===== src/rtl/spi_pkg.sv =====
// Shared definitions for the RAM-over-SPI master and slave: command
// encodings, frame geometry and the master state enum.
package spi_pkg;

    localparam int FRAME_W = 10;
    localparam int DATA_W  = 8;

    localparam logic [1:0] CMD_WR_ADDR = 2'b00;
    localparam logic [1:0] CMD_WR_DATA = 2'b01;
    localparam logic [1:0] CMD_RD_ADDR = 2'b10;
    localparam logic [1:0] CMD_RD_DATA = 2'b11;

    typedef enum logic [2:0] {
        ST_IDLE,
        ST_SEL,
        ST_SHIFT,
        ST_WAIT,
        ST_READ,
        ST_GAP
    } mst_state_t;

endpackage


===== src/rtl/spi_master_if.sv =====
// Host request/response handshake plus the serial SPI lines of the master.
interface spi_master_if;
    import spi_pkg::*;

    logic              start;
    logic [1:0]        cmd;
    logic [DATA_W-1:0] din;
    logic              busy;
    logic              done;
    logic [DATA_W-1:0] rd_data;
    logic              rd_valid;
    logic              MOSI;
    logic              MISO;
    logic              SS_n;

    modport master (
        input  start, cmd, din, MISO,
        output busy, done, rd_data, rd_valid, MOSI, SS_n
    );

    modport slave (
        output start, cmd, din, MISO,
        input  busy, done, rd_data, rd_valid, MOSI, SS_n
    );

endinterface


===== src/rtl/spi_master.sv =====
// SPI master driving the spi_wrapper frame: SS_n framing, mode bit, 10-bit
// command/payload word MSB first, and an 8-bit MISO capture for rd-data frames.
module spi_master
    import spi_pkg::*;
#(
    parameter int RD_WAIT = 1,
    parameter int GAP     = 2
) (
    input  logic         SCK,
    input  logic         rst_n,
    spi_master_if.master bus
);

    localparam logic [3:0] WAIT_LD  = 4'(RD_WAIT - 1);
    localparam logic [3:0] SHIFT_LD = 4'(FRAME_W - 1);
    localparam logic [3:0] READ_LD  = 4'(DATA_W - 1);
    // The done edge already counts as the first GAP cycle, so GAP=1 returns straight to IDLE.
    localparam logic [3:0] GAP_LD   = 4'((GAP > 1) ? (GAP - 2) : 0);
    localparam mst_state_t END_ST   = (GAP > 1) ? ST_GAP : ST_IDLE;

    mst_state_t          state_q, state_d;
    logic [3:0]          cnt_q, cnt_d;
    logic [FRAME_W-1:0]  sr_q, sr_d;
    logic [DATA_W-1:0]   rx_q, rx_d;
    logic [DATA_W-1:0]   rd_data_q, rd_data_d;
    logic                is_rd_q, is_rd_d;
    logic                ss_n_q, ss_n_d;
    logic                mosi_q, mosi_d;
    logic                busy_q, busy_d;
    logic                done_q, done_d;
    logic                rd_valid_q, rd_valid_d;

    always_ff @(posedge SCK or negedge rst_n) begin
        if (!rst_n) begin
            state_q    <= ST_IDLE;
            cnt_q      <= '0;
            sr_q       <= '0;
            rx_q       <= '0;
            rd_data_q  <= '0;
            is_rd_q    <= 1'b0;
            ss_n_q     <= 1'b1;
            mosi_q     <= 1'b0;
            busy_q     <= 1'b0;
            done_q     <= 1'b0;
            rd_valid_q <= 1'b0;
        end else begin
            state_q    <= state_d;
            cnt_q      <= cnt_d;
            sr_q       <= sr_d;
            rx_q       <= rx_d;
            rd_data_q  <= rd_data_d;
            is_rd_q    <= is_rd_d;
            ss_n_q     <= ss_n_d;
            mosi_q     <= mosi_d;
            busy_q     <= busy_d;
            done_q     <= done_d;
            rd_valid_q <= rd_valid_d;
        end
    end

    always_comb begin
        state_d    = state_q;
        cnt_d      = cnt_q;
        sr_d       = sr_q;
        rx_d       = rx_q;
        rd_data_d  = rd_data_q;
        is_rd_d    = is_rd_q;
        ss_n_d     = ss_n_q;
        mosi_d     = mosi_q;
        busy_d     = busy_q;
        done_d     = 1'b0;
        rd_valid_d = 1'b0;

        case (state_q)
            ST_IDLE: begin
                if (bus.start) begin
                    sr_d    = {bus.cmd, bus.din};
                    is_rd_d = (bus.cmd == CMD_RD_DATA);
                    ss_n_d  = 1'b0;
                    mosi_d  = bus.cmd[1];
                    busy_d  = 1'b1;
                    cnt_d   = 4'd1;
                    state_d = ST_SEL;
                end
            end
            ST_SEL: begin
                if (cnt_q == 4'd0) begin
                    mosi_d  = sr_q[FRAME_W-1];
                    sr_d    = {sr_q[FRAME_W-2:0], 1'b0};
                    cnt_d   = SHIFT_LD;
                    state_d = ST_SHIFT;
                end else begin
                    cnt_d = cnt_q - 4'd1;
                end
            end
            ST_SHIFT: begin
                if (cnt_q != 4'd0) begin
                    mosi_d = sr_q[FRAME_W-1];
                    sr_d   = {sr_q[FRAME_W-2:0], 1'b0};
                    cnt_d  = cnt_q - 4'd1;
                end else begin
                    mosi_d = 1'b0;
                    if (is_rd_q) begin
                        cnt_d   = WAIT_LD;
                        state_d = ST_WAIT;
                    end else begin
                        ss_n_d  = 1'b1;
                        done_d  = 1'b1;
                        busy_d  = (END_ST == ST_GAP);
                        cnt_d   = GAP_LD;
                        state_d = END_ST;
                    end
                end
            end
            ST_WAIT: begin
                if (cnt_q == 4'd0) begin
                    cnt_d   = READ_LD;
                    state_d = ST_READ;
                end else begin
                    cnt_d = cnt_q - 4'd1;
                end
            end
            ST_READ: begin
                rx_d = {rx_q[DATA_W-2:0], bus.MISO};
                if (cnt_q == 4'd0) begin
                    rd_data_d  = {rx_q[DATA_W-2:0], bus.MISO};
                    rd_valid_d = 1'b1;
                    done_d     = 1'b1;
                    ss_n_d     = 1'b1;
                    busy_d     = (END_ST == ST_GAP);
                    cnt_d      = GAP_LD;
                    state_d    = END_ST;
                end else begin
                    cnt_d = cnt_q - 4'd1;
                end
            end
            ST_GAP: begin
                if (cnt_q == 4'd0) begin
                    busy_d  = 1'b0;
                    state_d = ST_IDLE;
                end else begin
                    cnt_d = cnt_q - 4'd1;
                end
            end
            default: begin
                state_d = ST_IDLE;
            end
        endcase
    end

    assign bus.SS_n     = ss_n_q;
    assign bus.MOSI     = mosi_q;
    assign bus.busy     = busy_q;
    assign bus.done     = done_q;
    assign bus.rd_data  = rd_data_q;
    assign bus.rd_valid = rd_valid_q;

endmodule

===== src/flat_wrapper.sv =====
// flat-port wrapper written by rule: the top's interface ports become plain ports
module spi_master_flat import spi_pkg::*;
#(
    parameter int RD_WAIT = 1,
    parameter int GAP     = 2
)
  (SCK, rst_n, bus_start, bus_cmd, bus_din, bus_MISO, bus_busy, bus_done, bus_rd_data, bus_rd_valid, bus_MOSI, bus_SS_n);
  spi_master_if bus_i ();
  input  logic SCK;
  input  logic rst_n;
  input wire logic [$bits(bus_i.start)-1:0] bus_start;
  input wire logic [$bits(bus_i.cmd)-1:0] bus_cmd;
  input wire logic [$bits(bus_i.din)-1:0] bus_din;
  input wire logic [$bits(bus_i.MISO)-1:0] bus_MISO;
  output wire logic [$bits(bus_i.busy)-1:0] bus_busy;
  output wire logic [$bits(bus_i.done)-1:0] bus_done;
  output wire logic [$bits(bus_i.rd_data)-1:0] bus_rd_data;
  output wire logic [$bits(bus_i.rd_valid)-1:0] bus_rd_valid;
  output wire logic [$bits(bus_i.MOSI)-1:0] bus_MOSI;
  output wire logic [$bits(bus_i.SS_n)-1:0] bus_SS_n;
  assign bus_i.start = bus_start;
  assign bus_i.cmd = bus_cmd;
  assign bus_i.din = bus_din;
  assign bus_i.MISO = bus_MISO;
  assign bus_busy = bus_i.busy;
  assign bus_done = bus_i.done;
  assign bus_rd_data = bus_i.rd_data;
  assign bus_rd_valid = bus_i.rd_valid;
  assign bus_MOSI = bus_i.MOSI;
  assign bus_SS_n = bus_i.SS_n;
  spi_master #(.RD_WAIT(RD_WAIT), .GAP(GAP)) u_core (.SCK(SCK), .rst_n(rst_n), .bus(bus_i));
endmodule

===== config.mk =====
export PLATFORM = sky130hd
export DESIGN_NAME = spi_master_flat
export DESIGN_NICKNAME = d
export VERILOG_FILES = /design/src/rtl/spi_pkg.sv /design/src/rtl/spi_master_if.sv /design/src/rtl/spi_master.sv /design/src/flat_wrapper.sv
export SDC_FILE = /design/constraint.sdc
export NUM_CORES = 1
export LEC_CHECK = 0
export CAP_MARGIN = 20
export CELL_PAD_IN_SITES_DETAIL_PLACEMENT = 1
export CELL_PAD_IN_SITES_GLOBAL_PLACEMENT = 1
export CORE_ASPECT_RATIO = 2
export CORE_UTILIZATION = 35
export CTS_BUF_LIST = sky130_fd_sc_hd__clkbuf_16
export CTS_CLUSTER_DIAMETER = 120
export DETAILED_ROUTE_END_ITERATION = 10
export HOLD_SLACK_MARGIN = 0.08
export PLACE_DENSITY_LB_ADDON = 0.15
export SLEW_MARGIN = 10
export SYNTH_ARGS = -nofsm -noshare
export SYNTH_HDL_FRONTEND = slang
export SYNTH_SLANG_ARGS = --single-unit
export TNS_END_PERCENT = 20

===== constraint.sdc =====
create_clock -name SCK -period 5.6 [get_ports SCK]
set_input_delay 1.12 -clock SCK [delete_from_list [all_inputs] [get_ports SCK]]
set_output_delay 1.12 -clock SCK [all_outputs]
set_load 0.02 [all_outputs]

Yosys cells after proc, flatten, opt, wreduce, memory -nomap -nowiden
Index checks and enable logic that the tools add are counted.
Widths: inputs -> output; s select.

word-level totals
  bits in registers = 38
  bits in latches = 0
  memory bits (writable) = 0
  ROM bits = 0
  input port bits = 14
  output and inout port bits = 13
  word-level logic and storage cells = 78
  memories kept = 0

cells by class
  add/subtract/negate cells = 1
  $mul = 0
  div/mod/pow operators = 0
  magnitude comparators = 0
  equal/unequal tests = 15
  shift-type cells = 0
  multiplexer cells = 36
  bitwise logic cells = 0
  reduce and logical (&&, ||, !) cells = 15

operator list
  operator             count
  $mux 10              3
  $pmux 10 s3          1
  $mux 4               6
  $pmux 4 s6           1
  $mux 3               7
  $pmux 3 s6           1
  $mux 1               13
  $reduce_and 6->1     2
  $ne 2x1->1 const B   5
  $ne 2x2->1 const B   4
  $reduce_bool 4->1    2
  $eq 3x2->1 const B   2
  $eq 3x3->1 const B   2
  $pmux 1 s3           2
  $reduce_and 3->1     2
  $reduce_bool 3->1    2
  $reduce_bool 6->1    1
  $reduce_and 5->1     1
  $logic_not 4->1      1
  $pmux 1 s4           1
  $reduce_and 2->1     2
  $reduce_and 4->1     1
  $sub 4x1->4 const B  1
  $eq 3x1->1 const B   1
  3 further kinds      3

Logic depth before layout (Yosys ltp)
Gate-level depths: netlist (run 1).

  depth in word-level cells = 3
  depth in mapped cells = 7
  gate-level depth less buffers = 6

Least setup slack after synthesis (run 1)
No wires, ideal clock.

  path kind = input-to-reg
  start = input bus_start
  end = register u_core.sr_q[0]
  setup time = 127 ps
  arrival time = 1979 ps
  data required time = 5473 ps
  setup slack = 3494 ps
  cell stages on the path = 4
  buffers on the path = 0
  cell sequence = nor3b_1 o31ai_1 o21ai_2 mux2_1

on the way
  word-level cells in the longest chain between the ends = 2

RTL lines
  element                            line                text
  start, declared                    flat_wrapper.sv:11  input wire logic [$bits(bus_i.start)-1:0] bus_start;
  $ne 2x2->1 (no source line)        n/a
  $reduce_and 4->1 (no source line)  n/a
  end signal, assigned               spi_master.sv:49    sr_q <= sr_d;
  end, declared                      spi_master.sv:23    logic [FRAME_W-1:0] sr_q, sr_d;

No other way between the ends.
A chain may end at the register's enable or synchronous reset.

Final worst setup path (run 1)
  start = register u_core.ss_n_q (netlist: u_core.bus.SS_n)
  end = output bus_SS_n

RTL lines
  element                 line                text
  start, declared         spi_master.sv:27    logic ss_n_q, ss_n_d;
  start signal, assigned  spi_master.sv:53    ss_n_q <= ss_n_d;
  end, declared           flat_wrapper.sv:20  output wire logic [$bits(bus_i.SS_n)-1:0] bus_SS_n;

No word-level cell between the ends.

==> impl_metrics.env, run 1 <==
export IMPL_port_buffer_count=26
export IMPL_ios=27
export IMPL_drv_cap=0
export IMPL_path_cells="clkdlybuf4s50_1"
export IMPL_slew_headroom_pct=42.4
export IMPL_holdPathEnd="u_core.sr_q[0]"
export IMPL_critical_path_top_delay_family="buffers and inverters"
export IMPL_final_min_clock_period_ps=2560
export IMPL_startpoint_type="register"
export IMPL_syn_area_per_cell_um2=11.4
export IMPL_dp_cells=258
export IMPL_final_core_util_pct=44.7
export IMPL_synth_top_area_share_pct=45.3
export IMPL_rsz0062_at_grt="no"
export IMPL_insertion_delay_ps=290
export IMPL_synth_edf_count=0
export IMPL_ys_ff_latch=38
export IMPL_synth_nets=197
export IMPL_cts_buffers_inserted=5
export IMPL_syn_area_um2=2040
export IMPL_fin_setup_tns_ps=0
export IMPL_core_area_um2=5660
export IMPL_drtIter0Drc=34
export IMPL_cts_tree="done"
export IMPL_ys_top_cells_by_area="dfrtp_1 (45%), mux2_2 (18%), ha_1 (2.4%), o21ai_0 (2.4%), nand2b_1 (2.1%)"
export IMPL_ctsResizeCount=0
export IMPL_ant_nets=0
export IMPL_yosys_most_used_dff="dfrtp_1"
export IMPL_die_h_um=110
export IMPL_drive_gt1_share_pct=25.9
export IMPL_worstPathMaxFanout=3
export IMPL_clock_fmax_mhz=391
export IMPL_critical_path_slowest_cell="clkdlybuf4s50_1"
export IMPL_num_rows=39
export IMPL_worst_path_largest_cell_delay_ps=600
export IMPL_vias_per_cell=5.63
export IMPL_tightest_slew_ps=863
export IMPL_syn_to_final_growth_pct=23.6
export IMPL_drc=0
export IMPL_ctsRootBufferMaster="clkbuf_16"
export IMPL_die_x_um=56.0
export IMPL_yosysWarnings=0
export IMPL_grt_pass1_vias=1636
export IMPL_reg2reg_slack_ps=3130
export IMPL_hold_start="u_core.sr_q[0]"
export IMPL_start_util_pct=36.1
export IMPL_status="finished clean"
export IMPL_wl_per_cell_um=17.9
export IMPL_grt_overflow=0
export IMPL_design_die_area_um2=6170
export IMPL_grt_max_degree=39
export IMPL_via_count=1497
export IMPL_syn_inst=179
export IMPL_place_gp_congestion=0.765
export IMPL_async_reset_ff_share_pct=100
export IMPL_antenna_found_initial=0
export IMPL_pwr_density_cell_nw_per_um2=602
export IMPL_cts_setup_buffers=0
export IMPL_cp_data_required_time_ps=4480
export IMPL_arrival_ps=1440
export IMPL_diodes=0
export IMPL_hold_depth=1
export IMPL_cts_hold_buf=0
export IMPL_cts_clk_slew_worst_paths_ps=60
export IMPL_power_leakage_nw=1.09
export IMPL_fin_skew_ps=6.87
export IMPL_seq_area_frac_synth_pct=46.6
export IMPL_hold_viol_final=0
export IMPL_r2r_start="u_core.state_q[1]"
export IMPL_drt_wl_total_um=4750
export IMPL_clock_path_buffers=2
export IMPL_grt_usage_pct=17.2
export IMPL_firstDrtPassIters=4
export IMPL_finalSetupViolCount=0
export IMPL_post_route_period_util_pct=45.6
export IMPL_fin_cells=266
export IMPL_cts_sinks=38
export IMPL_reg2reg_depth=5
export IMPL_yosys_area_top_type="dfrtp_1"
export IMPL_end_kind="output pin"
export IMPL_grt_pass1_wl_um=8110
export IMPL_dpl_hpwl_um=3440
export IMPL_ir_drop_mv=0.425
export IMPL_r2r_end="u_core.cnt_q[3]"
export IMPL_yosys_cell_types_count=47
export IMPL_crit_type="reg2out"
export IMPL_holdCritPathClass="reg2reg"
export IMPL_cts_max_level=2
export IMPL_nets=222
export IMPL_drv_slew=0
export IMPL_path_buf_inv=1
export IMPL_whs_ps=492
[logic make-up (layout without fill, tap and decap cells)]
| logic type | after synthesis | in the layout | share of synthesized area [%] |
|---|---|---|---|
| AND/OR/NAND/NOR | 44 | 44 | 13.3 |
| AO/OA/AOI/OAI | 42 | 42 | 14.6 |
| flip-flops | 38 | 38 | 46.6 |
| multiplexers | 35 | 35 | 19.5 |
| buffers and inverters | 16 | 42 | 3.55 |
| adder cells (fa/ha/maj) | 4 | 4 | 2.45 |
[layout make-up]
type / instances / area, um^2
Clock buffer: 5 / 125
Tap cell: 61 / 76.3
Sequential cell: 38 / 952
Fill cell: 622 / 3130
Multi-Input combinational cell: 125 / 1020
Timing Repair Buffer: 26 / 255
Clock inverter: 3 / 68.8
Inverter: 8 / 30.0
[layer usage]
layer / global-route usage (%) / up-vias / part of all wire [%] / wire length (um)
li1: - / 703 / - / -
met1: 19.0 / 755 / 39 / 1870
met2: 31.4 / 27 / 55 / 2620
met3: 2.80 / 12 / 2.5 / 117
met4: 9.06 / 0 / 2.9 / 138
met5: 0 / - / 0 / 0
[cells in the mapped netlist, types with 3 or more instances]
master and count:
nor2_1 8, nor3_1 5, inv_1 8, o21ai_0 10
a31oi_1 3, ha_1 4, dfrtp_1 37, nand2b_1 7
o31ai_1 5, nand2_1 7, buf_2 3, mux2_2 32
a21oi_1 8, nor2b_1 4
[report_power, final]
part           switching [mW]  internal, mW  total (mW)
logic                   0.319         0.345       0.664
clock network           0.119         0.256       0.375
registers               0.113         0.371       0.484
[stage by stage]
stage | total power [mW] | setup WS [ps] | cell area [um^2]
2_1_floorplan | 0.985 | 3490 | 2040
3_3_place_gp | 1.12 | 2830 | 2330
3_5_place_dp | 1.16 | 2800 | 2330
4_1_cts | 1.54 | 3030 | 2530
5_1_grt | 1.63 | 2960 | 2530
6_report | 1.52 | 3040 | 2530
[how the worst max path moves through the flow]
stage                                  from               to  slack [ps]  cells past startpoint
after global routing      u_core.state_q[1]  u_core.cnt_q[3]        2960                      5
after CTS                   u_core.bus.SS_n         bus_SS_n        3030                      1
after detailed placement          bus_start   u_core.sr_q[0]        2800                      5
after global placement            bus_start   u_core.sr_q[0]        2830                      5
final                       u_core.bus.SS_n         bus_SS_n        3040                      1
after floorplan                   bus_start   u_core.sr_q[0]        3490                      4
[flip-flops by register name, indices dropped and copies added (netlist names)]
signal and flops:
u_core.sr_q 10, u_core.bus.rd_data 8, u_core.rx_q 7, u_core.cnt_q 4, u_core.state_q 3, u_core.bus.MOSI 1, u_core.bus.SS_n 1, u_core.bus.busy 1
u_core.bus.done 1, u_core.bus.rd_valid 1, u_core.is_rd_q 1
[placed cells by master (no fill, tap or decap), types with 2 or more instances in the layout]
| master | n |
|---|---|
| a21oi_1 | 8 |
| a22oi_1 | 2 |
| a2bb2oi_1 | 2 |
| a31oi_1 | 3 |
| bufinv_16 | 2 |
| clkbuf_16 | 5 |
| clkdlybuf4s50_1 | 25 |
| dfrtp_1 | 37 |
| ha_1 | 4 |
| inv_1 | 8 |
| mux2_1 | 2 |
| mux2_2 | 32 |
| nand2_1 | 7 |
| nand2b_1 | 7 |
| nor2_1 | 8 |
| nor2b_1 | 4 |
| nor3_1 | 5 |
| o21ai_0 | 10 |
| o22ai_1 | 2 |
| o31ai_1 | 5 |
(Power assumes the default switching activity.)
==> run 2: changes to the inputs <==
==> constraint.sdc (replaced) <==
create_clock -name SCK -period 2.2 [get_ports SCK]
set_input_delay 0.44 -clock SCK [delete_from_list [all_inputs] [get_ports SCK]]
set_output_delay 0.44 -clock SCK [all_outputs]
set_load 0.02 [all_outputs]
==> impl_metrics.env, run 2 (synthesis results as in run 1) <==
export IMPL_grt_pass1_wl_um=8640
export IMPL_final_core_util_pct=46.4
export IMPL_switchingPower_mw=1.45
export IMPL_drtIter0Drc=32
export IMPL_die_h_um=110
export IMPL_nets=235
export IMPL_fin_setup_tns_ps=0
export IMPL_startpoint_type="register"
export IMPL_wl_per_cell_um=18.6
export IMPL_combPwrFrac_pct=48.0
export IMPL_holdCritPathClass="in2async"
export IMPL_drc=0
export IMPL_intPower_mw=2.59
export IMPL_arrival_ps=2180
export IMPL_slew_headroom_pct=42.8
export IMPL_clock_path_buffers=2
export IMPL_cts_buffers_inserted=5
export IMPL_cts_max_level=2
export IMPL_grt_max_degree=39
export IMPL_syn_to_final_growth_pct=28.4
export IMPL_total_power_mw=4.04
export IMPL_cts_hold_buf=0
export IMPL_drive_gt1_share_pct=30.3
export IMPL_port_buffer_count=26
export IMPL_antenna_found_initial=0
export IMPL_layout_commonest_cell="dfrtp_1"
export IMPL_final_min_clock_period_ps=2010
export IMPL_pwr_density_cell_nw_per_um2=1540
export IMPL_cts_sinks=38
export IMPL_ctsResizeCount=0
export IMPL_core_area_um2=5660
export IMPL_hold_viol_final=0
export IMPL_cts_setup_buffers=0
export IMPL_dpl_hpwl_um=3770
export IMPL_dp_cells=271
export IMPL_end_kind="register"
export IMPL_diodes=0
export IMPL_setup_slack_ps=192
export IMPL_drt_wl_total_um=5180
export IMPL_grt_pass1_vias=1765
export IMPL_largest_register_ffs=10
export IMPL_vias_per_cell=5.56
export IMPL_cp_data_required_time_ps=2370
export IMPL_drv_slew=0
export IMPL_power_leakage_nw=1.15
export IMPL_ir_drop_mv=0.911
export IMPL_design_die_area_um2=6170
export IMPL_tightest_slew_ps=857
export IMPL_final_area_um2=2630
export IMPL_grt_overflow=0
export IMPL_cts_tree="done"
export IMPL_ctsRootBufferMaster="clkbuf_16"
export IMPL_worstPathMaxFanout=4
export IMPL_status="finished clean"
export IMPL_rsz0062_at_grt="no"
export IMPL_firstDrtPassIters=4
export IMPL_switching_share_pct=35.9
export IMPL_start_util_pct=36.1
export IMPL_pwr_share_clk_pct=23.6
export IMPL_cts_clk_slew_worst_paths_ps=60
export IMPL_place_gp_congestion=0.781
export IMPL_via_count=1552
export IMPL_crit_type="reg2reg"
export IMPL_drv_cap=0
export IMPL_dpl_worst_slack_ps=133
export IMPL_fin_skew_ps=2.65
export IMPL_place_area_um2=2430
export IMPL_fin_cells=279
export IMPL_num_rows=39
export IMPL_finalSetupViolCount=0
export IMPL_insertion_delay_ps=290
export IMPL_die_x_um=56.0
export IMPL_ant_nets=0
export IMPL_reg2reg_depth=6
export IMPL_mostFrequentLayoutCells="dfrtp_1 (37), mux2_2 (32), clkdlybuf4s50_1 (25), buf_4 (13), o21ai_0 (10)"
export IMPL_ios=27
export IMPL_largest_register="u_core.sr_q"
export IMPL_whs_ps=263
export IMPL_post_route_period_util_pct=91.3
export IMPL_clock_fmax_mhz=498
export IMPL_power_frac_seq_pct=28.4
export IMPL_grt_usage_pct=18.4
-- run 2: cell types whose count changed in the layout (fill, tap and decap cells not counted) --
cell   before  now
buf_4       0   13
-- run 2: cell type report --
type	instances	area, um^2
fill	613	3040
multi-input combinational	125	1020
sequential	38	952
timing repair buffer	39	353
clock buffer	5	125
tap	61	76.3
clock inverter	3	68.8
inverter	8	30.0
-- run 2: power by group through the flow --
| stage | sequential [mW] | clock [mW] | combinational [mW] |
|---|---|---|---|
| 6_report | 1.15 | 0.952 | 1.94 |
| 5_1_grt | 1.19 | 0.994 | 2.12 |
| 4_1_cts | 1.15 | 0.985 | 1.96 |
| 3_5_place_dp | 1.16 | 0 | 1.94 |
| 3_3_place_gp | 1.14 | 0 | 1.86 |
| 2_1_floorplan | 1.11 | 0 | 1.40 |
-- run 2: critical path: stages, from the launching register on --
cell and delay [ps]:
dfrtp_1 410, inv_1 90, ha_1 160, or3b_4 420, a32o_1 260, a221o_1 300, mux2_4 250
-- run 2: path summary, 6_finish.rpt --
check                                start                end  slack [ps]
max                        u_core.cnt_q[1]    u_core.bus.MOSI         190
min                                  rst_n    u_core.bus.MOSI         260
max reg2reg                u_core.cnt_q[1]    u_core.bus.MOSI         190
min reg2reg                 u_core.sr_q[0]     u_core.sr_q[0]         490
max in group asynchronous            rst_n  u_core.state_q[1]        1390
min in group SCK            u_core.sr_q[0]     u_core.sr_q[0]         490
-- run 2: per-layer routing --
layer	vias up	wire length [um]	track usage (%)
li1	732	-	-
met1	774	1940	19.1
met2	30	2930	33.9
met3	16	94	1.98
met4	0	207	13.1
met5	-	0	0
==> run 3: changes to the inputs <==
--- a/config.mk
+++ b/config.mk
@@ -10,7 +10,7 @@
 export CELL_PAD_IN_SITES_GLOBAL_PLACEMENT = 1
 export CORE_ASPECT_RATIO = 2
 export CORE_UTILIZATION = 35
-export CTS_BUF_LIST = sky130_fd_sc_hd__clkbuf_16
+export CTS_BUF_LIST = sky130_fd_sc_hd__clkbuf_8
 export CTS_CLUSTER_DIAMETER = 120
 export DETAILED_ROUTE_END_ITERATION = 10
 export HOLD_SLACK_MARGIN = 0.08
==> impl_metrics.env, run 3 (synthesis results as in run 1) <==
export IMPL_die_x_um=56.0
export IMPL_arrival_ps=2220
export IMPL_crit_type="reg2reg"
export IMPL_drive_gt1_share_pct=30.3
export IMPL_worstPathMaxFanout=10
export IMPL_status="finished clean"
export IMPL_switchingPower_mw=1.42
export IMPL_final_area_um2=2570
export IMPL_cp_data_required_time_ps=2380
export IMPL_drv_slew=0
export IMPL_switching_share_pct=37.3
export IMPL_firstDrtPassIters=4
export IMPL_drv_cap=0
export IMPL_insertion_delay_ps=300
export IMPL_ios=27
export IMPL_cts_setup_buffers=0
export IMPL_drc=0
export IMPL_vias_per_cell=5.63
export IMPL_cts_sinks=38
export IMPL_largest_register="u_core.sr_q"
export IMPL_ir_drop_mv=0.847
export IMPL_num_rows=39
export IMPL_ctsResizeCount=0
export IMPL_finalSetupViolCount=0
export IMPL_grt_overflow=0
export IMPL_clock_path_buffers=2
export IMPL_grt_max_degree=39
export IMPL_fin_setup_tns_ps=0
export IMPL_ctsRootBufferMaster="clkbuf_8"
export IMPL_ant_nets=0
export IMPL_power_leakage_nw=1.13
export IMPL_syn_to_final_growth_pct=25.6
export IMPL_core_area_um2=5660
export IMPL_slew_headroom_pct=43.2
export IMPL_drt_wl_total_um=5090
export IMPL_start_util_pct=36.1
export IMPL_nets=235
export IMPL_fin_skew_ps=7.09
export IMPL_clock_fmax_mhz=490
export IMPL_antenna_found_initial=0
export IMPL_pwr_share_clk_pct=19.2
export IMPL_largest_register_ffs=10
export IMPL_mostFrequentLayoutCells="dfrtp_1 (37), mux2_2 (32), clkdlybuf4s50_1 (25), buf_4 (13), o21ai_0 (10)"
export IMPL_grt_usage_pct=17.9
export IMPL_grt_pass1_wl_um=8470
export IMPL_dpl_hpwl_um=3770
export IMPL_seq_area_um2=952
export IMPL_whs_ps=235
export IMPL_cts_buffers_inserted=5
export IMPL_cts_max_level=2
export IMPL_power_frac_seq_pct=30.1
export IMPL_worst_path_largest_cell_delay_ps=400
export IMPL_cts_clk_slew_worst_paths_ps=80
export IMPL_design_die_area_um2=6170
export IMPL_rsz0062_at_grt="no"
export IMPL_cts_hold_buf=0
export IMPL_path_cells="inv_1 -> ha_1 -> buf_4 -> and4bb_4 -> o31ai_1 -> o21ai_2 -> mux2_1"
export IMPL_layout_commonest_cell="dfrtp_1"
export IMPL_intPower_mw=2.39
export IMPL_critical_path_slowest_cell="dfrtp_1"
export IMPL_drtIter0Drc=27
export IMPL_via_count=1572
export IMPL_die_h_um=110
export IMPL_tightest_slew_ps=851
export IMPL_cts_tree="done"
export IMPL_port_buffer_count=26
export IMPL_fillers=618
export IMPL_multi_input_area_um2=1020
export IMPL_place_gp_congestion=0.781
export IMPL_combPwrFrac_pct=50.7
export IMPL_end_kind="register"
export IMPL_startpoint="u_core.cnt_q[1]"
export IMPL_reg2reg_depth=7
export IMPL_grt_pass1_vias=1764
export IMPL_pwr_density_cell_nw_per_um2=1480
export IMPL_diodes=0
export IMPL_place_area_um2=2430
export IMPL_final_min_clock_period_ps=2040
export IMPL_post_route_period_util_pct=92.8
export IMPL_startpoint_type="register"
export IMPL_hold_viol_final=0
export IMPL_r2r_start="u_core.cnt_q[1]"
export IMPL_holdCritPathClass="in2async"
export IMPL_wl_per_cell_um=18.3
==> run 3: per-layer routing <==
layer / up-vias / part of all wire (%) / track usage [%]
met3: 15 / 2.7 / 3.38
met4: 0 / 3.6 / 10.8
li1: 731 / - / -
met5: - / 0 / 0
met2: 35 / 56 / 33.8
met1: 791 / 38 / 17.9
==> run 3: cell type report <==
| class | count | share of cell area, % |
|---|---|---|
| inverters | 8 | 1.17 |
| flip-flops and latches | 38 | 37.1 |
| repair buffers | 39 | 13.7 |
| multi-input cells | 125 | 39.7 |
| clock buffers | 5 | 2.68 |
| well taps | 61 | 2.97 |
| clock inverters | 3 | 2.68 |
==> run 3: power groups by stage <==
| stage | registers, mW | clock network [mW] | logic, mW |
|---|---|---|---|
| floorplan | 1.11 | 0 | 1.40 |
| CTS | 1.15 | 0.757 | 1.95 |
| detailed placement | 1.16 | 0 | 1.94 |
| global route | 1.18 | 0.777 | 2.11 |
| finish | 1.15 | 0.732 | 1.93 |
| global placement | 1.14 | 0 | 1.86 |
==> run 3: worst paths after layout <==
check | to | slack (ps)
worst min-delay path | u_core.bus.MOSI | 230
min in group SCK | u_core.sr_q[0] | 500
worst min register to register | u_core.sr_q[0] | 500
max in group asynchronous | u_core.cnt_q[0] | 1420
worst max register to register | u_core.sr_q[0] | 160
worst max-delay path | u_core.sr_q[0] | 160
==> run 3: metrics by stage <==
step | util (%) | setup slack (ps) | power [mW] | instances
2_1_floorplan | - | 169 | 2.51 | 179
3_3_place_gp | 42.9 | 168 | 3.00 | 271
3_5_place_dp | 42.9 | 133 | 3.10 | 271
4_1_cts | 45.4 | 127 | 3.86 | 279
5_1_grt | 45.4 | 6.93 | 4.07 | 279
6_report | 45.4 | 159 | 3.81 | 279
==> run 3: critical path: cells and delay by family (launching register included) <==
family	cells	cell delay (ps)
AO/OA/AOI/OAI	2	530
adder cells (fa/ha/maj)	1	190
buffers and inverters	2	230
flip-flops	1	400
multiplexers	1	360
AND/OR/NAND/NOR	1	210
